===== config.mk =====
export PLATFORM = sky130hd
export DESIGN_NAME = booth_mult_param_flat
export DESIGN_NICKNAME = d
export VERILOG_FILES = /design/src/rtl/booth_mult_param_if.sv /design/src/rtl/booth_mult_param.sv /design/src/flat_wrapper.sv
export SDC_FILE = /design/constraint.sdc
export NUM_CORES = 1
export LEC_CHECK = 0
export CORE_MARGIN = 2
export CORE_UTILIZATION = 30
export DETAILED_ROUTE_END_ITERATION = 8
export MAX_ROUTING_LAYER = met4
export SLEW_MARGIN = 20
export SYNTH_ARGS = -nofsm -noshare
export SYNTH_HDL_FRONTEND = slang
export SYNTH_SLANG_ARGS = --single-unit

===== constraint.sdc =====
create_clock -name clk -period 3.4 [get_ports clk]
set_clock_uncertainty 0.15 [all_clocks]
set_input_delay 0.68 -clock clk [delete_from_list [all_inputs] [get_ports clk]]
set_output_delay 0.68 -clock clk [all_outputs]
set_load 0.02 [all_outputs]

===== src/rtl/booth_mult_param_if.sv =====
// Handshake/bus bundle for the parametrised Booth multiplier.
// The requester drives the operands and the multiplier returns status and product.
interface booth_mult_param_if #(
  parameter int WIDTH = 16
);
  logic               en;
  logic               abort;
  logic               sgn;
  logic [WIDTH-1:0]   A;
  logic [WIDTH-1:0]   B;
  logic               busy;
  logic               done;
  logic [2*WIDTH-1:0] R;

  modport master (
    output en, abort, sgn, A, B,
    input  busy, done, R
  );

  modport slave (
    input  en, abort, sgn, A, B,
    output busy, done, R
  );
endinterface


===== src/rtl/booth_mult_param.sv =====
// Sequential radix-2 Booth multiplier, one step per clock,
// with signed/unsigned mode, done pulse, held result and abort.
module booth_mult_param #(
  parameter int WIDTH = 16,
  parameter int CNT_W = 6
) (
  input logic           clk,
  input logic           rst,
  booth_mult_param_if.slave bus
);
  localparam int XW = WIDTH + 1;

  typedef enum logic [1:0] {
    IDLE,
    RUN,
    DONE
  } state_t;

  state_t             state;
  logic [CNT_W-1:0]   cnt;
  logic [XW-1:0]      m;
  logic [XW-1:0]      u;
  logic [XW-1:0]      q;
  logic               qm1;
  logic               busy_q;
  logic               done_q;
  logic [2*WIDTH-1:0] r_q;

  logic [XW-1:0]      a_ext;
  logic [XW-1:0]      b_ext;
  logic [XW:0]        u_x;
  logic [XW:0]        m_x;
  logic [XW:0]        sum;
  logic               add_op;
  logic               sub_op;

  // Top bit is a sign copy only in signed mode.
  assign a_ext = {bus.sgn & bus.A[WIDTH-1], bus.A};
  assign b_ext = {bus.sgn & bus.B[WIDTH-1], bus.B};

  assign u_x    = {u[XW-1], u};
  assign m_x    = {m[XW-1], m};
  assign add_op = ~q[0] & qm1;
  assign sub_op = q[0] & ~qm1;

  always_comb begin
    sum = u_x;
    unique case (1'b1)
      add_op:  sum = u_x + m_x;
      sub_op:  sum = u_x - m_x;
      default: sum = u_x;
    endcase
  end

  always_ff @(posedge clk or negedge rst) begin
    if (!rst) begin
      state  <= IDLE;
      cnt    <= '0;
      m      <= '0;
      u      <= '0;
      q      <= '0;
      qm1    <= 1'b0;
      busy_q <= 1'b0;
      done_q <= 1'b0;
      r_q    <= '0;
    end else begin
      done_q <= 1'b0;
      unique case (state)
        IDLE: begin
          if (bus.en) begin
            m      <= b_ext;
            q      <= a_ext;
            u      <= '0;
            qm1    <= 1'b0;
            cnt    <= '0;
            busy_q <= 1'b1;
            state  <= RUN;
          end
        end
        RUN: begin
          if (bus.abort) begin
            busy_q <= 1'b0;
            state  <= IDLE;
          end else begin
            // Arithmetic right shift of {sum, q, qm1} by one.
            u   <= sum[XW:1];
            q   <= {sum[0], q[XW-1:1]};
            qm1 <= q[0];
            cnt <= cnt + 1'b1;
            if (cnt == CNT_W'(WIDTH))
              state <= DONE;
          end
        end
        DONE: begin
          r_q    <= {u[WIDTH-2:0], q};
          done_q <= 1'b1;
          busy_q <= 1'b0;
          state  <= IDLE;
        end
        default: state <= IDLE;
      endcase
    end
  end

  assign bus.busy = busy_q;
  assign bus.done = done_q;
  assign bus.R    = r_q;
endmodule

===== src/flat_wrapper.sv =====
// flat-port wrapper written by rule: the top's interface ports become plain ports
module booth_mult_param_flat 
#(
  parameter int WIDTH = 16,
  parameter int CNT_W = 6
)
  (clk, rst, bus_en, bus_abort, bus_sgn, bus_A, bus_B, bus_busy, bus_done, bus_R);
  booth_mult_param_if #(.WIDTH(WIDTH)) bus_i ();
  input logic clk;
  input logic rst;
  input wire logic [$bits(bus_i.en)-1:0] bus_en;
  input wire logic [$bits(bus_i.abort)-1:0] bus_abort;
  input wire logic [$bits(bus_i.sgn)-1:0] bus_sgn;
  input wire logic [$bits(bus_i.A)-1:0] bus_A;
  input wire logic [$bits(bus_i.B)-1:0] bus_B;
  output wire logic [$bits(bus_i.busy)-1:0] bus_busy;
  output wire logic [$bits(bus_i.done)-1:0] bus_done;
  output wire logic [$bits(bus_i.R)-1:0] bus_R;
  assign bus_i.en = bus_en;
  assign bus_i.abort = bus_abort;
  assign bus_i.sgn = bus_sgn;
  assign bus_i.A = bus_A;
  assign bus_i.B = bus_B;
  assign bus_busy = bus_i.busy;
  assign bus_done = bus_i.done;
  assign bus_R = bus_i.R;
  booth_mult_param #(.WIDTH(WIDTH), .CNT_W(CNT_W)) u_core (.clk(clk), .rst(rst), .bus(bus_i));
endmodule

==> metrics.yaml, run 1 <==
pwr:
  power_density_nw_per_um2: 940
  power_frac_clock_pct: 16.3
  peakVddDrop_uv: 405
  p_comb_share_pct: 53.4
  power_frac_seq_pct: 30.3
  p_int_mw: 3.36
  power.switching_mw: 2.61
  swShare_pct: 43.8
  p_leak_nw: 2.78
worst_setup_path:
  cp_max_fo: 6
  path_class: "flip-flop to flip-flop"
  cp_data_required_time_ns: 3.47
  endpoint_kind: "flip-flop"
  cp-start-kind: "flip-flop"
  arrival_ns: 3.23
drt:
  drt_iter0_drc: 207
  met3_length_um: 364
  drc: 0
  wl_met2_um: 5310
  wl_per_cell_um: 15.0
  firstDrtPassIters: 4
  vias_per_cell: 4.86
  top_layer_used: "met4"
  routed_wl_um: 11500
  met1_length_um: 5690
  vias: 3746
  ant_nets: 0
global_route:
  grt.total_usage_pct: 14.0
  grt_max_degree: 52
  grt_pass1_vias: 3823
  antenna_found_initial: 0
  grt_pass1_wl_um: 19500
  grt.overflow.total: 0
cells_and_area:
  final_nets: 609
  drive_above_1_share_pct: 14.5
  antenna_cells: 0
  synthToLayoutAreaGrowth_pct: 24.4
synthesis:
  synth_cell_types: 55
  syn-cell-area_um2: 5110
  syn_area_per_cell_um2: 10.7
  ys_ff_latch: 94
  syn_nets: 543
  synthFlopType: "dfrtp_1"
  synth_cells: 479
  synth_edf_count: 0
  async_flop_share_pct: 100
  ys_warn_count: 0
  yosysSeqAreaShare_pct: 46.0
timing:
  worst_slew_pin_slew_ns: 1.03
  period_minus_slack_ns: 3.15
  hold_viol: 0
  tns_ns: 0
  fmax_mhz: 317
  fin_crit_sh_pct: 92.7
  rsz0062_at_grt: "no"
  setup_viol: 0
  slew_viol_final: 0
  slew_headroom_pct: 31.2
  holdWs_ns: 0.185
placement:
  place_congestion: 0.867
  hpwlAfterDp_um: 8600
  port_buffers: 70
clocking:
  root_buffer: "clkbuf_16"
  path_clk_slew_ns: 0.07
  clock_sinks: 94
  hold_buffers: 0
  cts_made_buffers: 9
  htree_levels: 3
  clockBufferDepth: 2
  clk_latency_ns: 0.35
  cts_tree: "done"
floorplan:
  pin_count: 71
  floorplan.rows: 47
  die_y_um: 135
  start_util_pct: 30.7
  die_x_um: 135
  core_region_area_um2: 16600
  die_area_um2: 18100
outcome:
  status: "complete, no violations"
flow_run:
  maxCapViolCount: 0
min_path:
  hp-class: "primary input to asynchronous set/reset pin"
## stage by stage
stage	setup WS (ns)	utilization [%]	area [um2]	std cells	power, mW
floorplan	0.374	-	5110	479	4.25
global placement	0.243	36.4	6050	754	4.93
detailed placement	0.183	36.4	6050	754	4.99
CTS	0.150	38.1	6330	770	6.00
global route	0.0212	38.2	6360	770	6.49
finish	0.249	38.2	6360	770	5.97
## placed cells by master, fill, tap and decap left out, types with 3 or more instances in the layout
cell / netlist / final
mux2_2: 37 / 37
nor4_1: 4 / 4
nand4_1: 3 / 3
clkdlybuf4s50_1: 0 / 69
nand3_1: 6 / 6
ha_1: 26 / 24
nand2b_1: 4 / 4
a21oi_1: 26 / 26
clkbuf_16: 0 / 9
nand2_1: 45 / 45
mux2i_1: 17 / 17
a22o_1: 3 / 3
xor2_1: 11 / 11
xnor2_1: 24 / 23
a32oi_1: 8 / 8
mux2_1: 11 / 11
nor2_1: 25 / 24
nor2b_1: 3 / 3
a31oi_1: 6 / 6
dfrtp_1: 94 / 94
o21ai_1: 30 / 30
inv_1: 14 / 14
nor3_1: 4 / 4
buf_4: 2 / 8
o21ai_0: 21 / 21
## metal layers
layer | global-route usage (%) | vias to the layer above
met2 | 21.4 | 65
met3 | 2.70 | 12
met4 | 4.74 | 0
li1 | - | 1845
met1 | 18.7 | 1824
met5 | - | -
## cell type report
cell class / count / area, um2
Clock buffer: 11 / 243
Sequential cell: 94 / 2350
Inverter: 14 / 52.6
Tap cell: 220 / 275
Multi-Input combinational cell: 348 / 2620
Clock inverter: 5 / 41.3
Fill cell: 1612 / 10300
Timing Repair Buffer: 78 / 771
## path summary, 6_finish.rpt
| check | from | cells after the start | to | slack [ns] |
|---|---|---|---|---|
| max | u_core.m[3]$_DFFE_PN0P_ | 13 | u_core.u[14]$_DFFE_PN0P_ | 0.25 |
| min | rst | 1 | u_core.u[6]$_DFFE_PN0P_ | 0.19 |
| max reg2reg | u_core.m[3]$_DFFE_PN0P_ | 13 | u_core.u[14]$_DFFE_PN0P_ | 0.25 |
| min reg2reg | u_core.bus.R[18]$_DFFE_PN0P_ | 1 | u_core.bus.R[18]$_DFFE_PN0P_ | 0.34 |
| max in group asynchronous | rst | 2 | u_core.bus.R[14]$_DFFE_PN0P_ | 2.25 |
| min in group clk | u_core.bus.R[18]$_DFFE_PN0P_ | 1 | u_core.bus.R[18]$_DFFE_PN0P_ | 0.34 |
## registers in the layout, indices dropped and copies added (netlist names)
signal           count
u_core.u            17
u_core.bus.R        32
u_core.state         2
u_core.cnt           6
u_core.bus.done      1
u_core.q            17
u_core.qm1           1
u_core.bus.busy      1
u_core.m            17
## cell usage after synthesis (6+ instances only)
cell,n,area [um2]
nand3_1,6,30.0
mux2_2,37,417
dfrtp_1,94,2350
a32oi_1,8,70.1
o21ai_1,30,150
inv_1,14,52.6
xor2_1,11,96.3
mux2i_1,17,170
buf_2,10,50.1
nor2_1,25,93.8
a31oi_1,6,37.5
a21oi_1,26,130
nand2_1,45,169
o21ai_0,21,105
clkbuf_1,6,22.5
mux2_1,11,124
xnor2_1,24,210
ha_1,26,325
## cells by family after synthesis
| family | after synthesis | share of synthesized area (%) |
|---|---|---|
| fa+ha+maj | 27 | 6.76 |
| simple gates | 106 | 10.2 |
| compound gates | 115 | 13.9 |
| mux | 65 | 13.9 |
| flops | 94 | 46.0 |
| xor+xnor | 35 | 6.00 |
| buf+inv | 37 | 3.26 |
## critical path, stage by stage (launching register included)
cell and delay (ns):
dfrtp_1 0.45, nor4_4 0.40, a21oi_1 0.18, nor2_2 0.19, o21ai_1 0.11, xnor2_1 0.15
ha_1 0.36, a21oi_1 0.15, o21ai_0 0.10, a21oi_1 0.22, nand2_1 0.12, a31oi_1 0.22
xor2_1 0.16, o21ai_1 0.08
## power groups by stage
stage                     sequential, mW  clock [mW]  combinational [mW]
after detailed placement            1.83           0                3.16
after global placement              1.81           0                3.12
after CTS                           1.81        1.02                3.17
final                               1.81       0.976                3.19
after floorplan                     1.71           0                2.54
after global routing                1.86        1.06                3.57
## timing repair
action | 4_1_cts | 5_1_grt
endpoints found under the setup margin | 0 | 2
buffers inserted | 0 | 0
gates resized for setup | 0 | 5
Power figures use the tool's default switching activity.
==> run 2: changes to the inputs <==
- clock period: 3.4 -> 3.3 ns (I/O delays scaled with it)
==> metrics.yaml, run 2 (synthesis results as in run 1) <==
floorplan:
  die_y_um: 135
  core_region_area_um2: 16600
  die_x_um: 135
  die_area_um2: 18100
  floorplan.rows: 47
  start_util_pct: 30.7
  pin_count: 71
drt:
  routed_wl_um: 11900
  ant_nets: 0
  drt_iter0_drc: 201
  wl_per_cell_um: 15.3
  vias: 3764
  drc: 0
  firstDrtPassIters: 5
  vias_per_cell: 4.85
cells_and_area:
  drive_above_1_share_pct: 16.4
  multiInputGateArea_um2: 2640
  final_cell_mix: "dfrtp_1, clkdlybuf4s50_1, nand2_1"
  synthToLayoutAreaGrowth_pct: 25.5
  ff_latch_area_um2: 2350
  fillers: 1639
  largest_register_ffs: 32
  antenna_cells: 0
  final_nets: 616
  final_common_cell: "dfrtp_1"
worst_setup_path:
  path_class: "flip-flop to flip-flop"
  cp-start-kind: "flip-flop"
  endpoint_kind: "flip-flop"
  worstReg2RegEnd: "u_core.u[16]$_DFFE_PN0P_"
  reg2reg_slack_ns: 0.23
  r2r-start: "u_core.m[5]$_DFFE_PN0P_"
  cp_data_required_time_ns: 3.38
  cp_max_fo: 5
  reg2reg_depth: 13
  arrival_ns: 3.14
clocking:
  cts_made_buffers: 9
  htree_levels: 3
  hold_buffers: 0
  clk_latency_ns: 0.35
  cts_tree: "done"
  root_buffer: "clkbuf_16"
  clock_sinks: 94
  clockBufferDepth: 2
  path_clk_slew_ns: 0.07
pwr:
  power_frac_clock_pct: 15.3
  power_frac_seq_pct: 29.3
  p_int_mw: 3.52
  p_comb_share_pct: 55.4
  power.switching_mw: 2.77
  power_density_nw_per_um2: 981
  p_leak_nw: 2.81
  swShare_pct: 44.0
  peakVddDrop_uv: 368
timing:
  fin_crit_sh_pct: 92.9
  slew_viol_final: 0
  period_minus_slack_ns: 3.07
  setup_viol: 0
  tns_ns: 0
  hold_viol: 0
  worst_slew_pin_slew_ns: 0.906
  rsz0062_at_grt: "no"
  holdWs_ns: 0.251
  fmax_mhz: 326
  slew_headroom_pct: 39.6
min_path:
  hp-class: "primary input to asynchronous set/reset pin"
flow_run:
  maxCapViolCount: 0
global_route:
  grt.overflow.total: 0
  antenna_found_initial: 0
  grt_max_degree: 71
  grt.total_usage_pct: 14.3
  grt_pass1_wl_um: 19700
  grt_pass1_vias: 3833
placement:
  place_congestion: 0.813
  hpwlAfterDp_um: 8930
  port_buffers: 70
outcome:
  status: "complete, no violations"
run 2: final cells by class:
| type | count | share of cell area (%) |
|---|---|---|
| multi-input cells | 348 | 41.1 |
| clock inverters | 5 | 0.546 |
| clock buffers | 10 | 3.57 |
| inverters | 14 | 0.819 |
| well taps | 220 | 4.29 |
| repair buffers | 85 | 13.0 |
| flip-flops and latches | 94 | 36.7 |
run 2: worst max-delay path by stage:
stage | startpoint | endpoint | slack (ns) | cells after the start
after floorplan | u_core.qm1$_DFFE_PN0P_ | u_core.u[14]$_DFFE_PN0P_ | 0.27 | 13
after global placement | u_core.m[4]$_DFFE_PN0P_ | u_core.u[16]$_DFFE_PN0P_ | 0.02 | 12
after detailed placement | u_core.m[8]$_DFFE_PN0P_ | u_core.u[16]$_DFFE_PN0P_ | 0.03 | 13
after CTS | u_core.qm1$_DFFE_PN0P_ | u_core.u[16]$_DFFE_PN0P_ | 0.01 | 14
after global routing | u_core.m[5]$_DFFE_PN0P_ | u_core.u[14]$_DFFE_PN0P_ | 0.02 | 13
final | u_core.m[5]$_DFFE_PN0P_ | u_core.u[16]$_DFFE_PN0P_ | 0.23 | 13
run 2: timing repair:
action / 4_1_cts / 5_1_grt
setup endpoints to repair: 0 / 4
resized for setup: 0 / 10
setup buffers: 0 / 0
hold endpoints to repair: 0 / 0
run 2: stage by stage:
stage                     area (um2)  setup WS, ns  utilization (%)  total power, mW  std cells
after global routing            6410        0.0155             38.5             6.85        776
after floorplan                 5110         0.274                -             4.38        479
after detailed placement        6080        0.0288             36.5             5.25        760
after CTS                       6350        0.0149             38.1             6.23        775
final                           6410         0.234             38.5             6.29        776
after global placement          6080        0.0218             36.5             5.19        760
run 2: worst max-delay path, cell delays in order, from the launching register on:
cell and delay, ns:
dfrtp_1 0.43, nor4_4 0.32, buf_4 0.17, nand3_1 0.09, nor2_2 0.17, a21oi_1 0.10
xnor2_1 0.31, ha_1 0.37, a211oi_2 0.27, o2bb2ai_1 0.17, a31oi_2 0.07, xnor2_2 0.16
nand2_1 0.08, o211ai_1 0.09
run 2: metal layers:
metal	track usage [%]	routed length [um]
met1	19.5	5950
met4	5.56	204
met3	2.25	325
met2	21.6	5400
met5	-	0
run 2: power by group through the flow:
stage | Sequential [mW] | Combinational, mW | Clock [mW]
CTS | 1.84 | 3.40 | 0.988
floorplan | 1.76 | 2.62 | 0
finish | 1.84 | 3.49 | 0.963
global placement | 1.84 | 3.35 | 0
global route | 1.90 | 3.92 | 1.03
detailed placement | 1.86 | 3.39 | 0
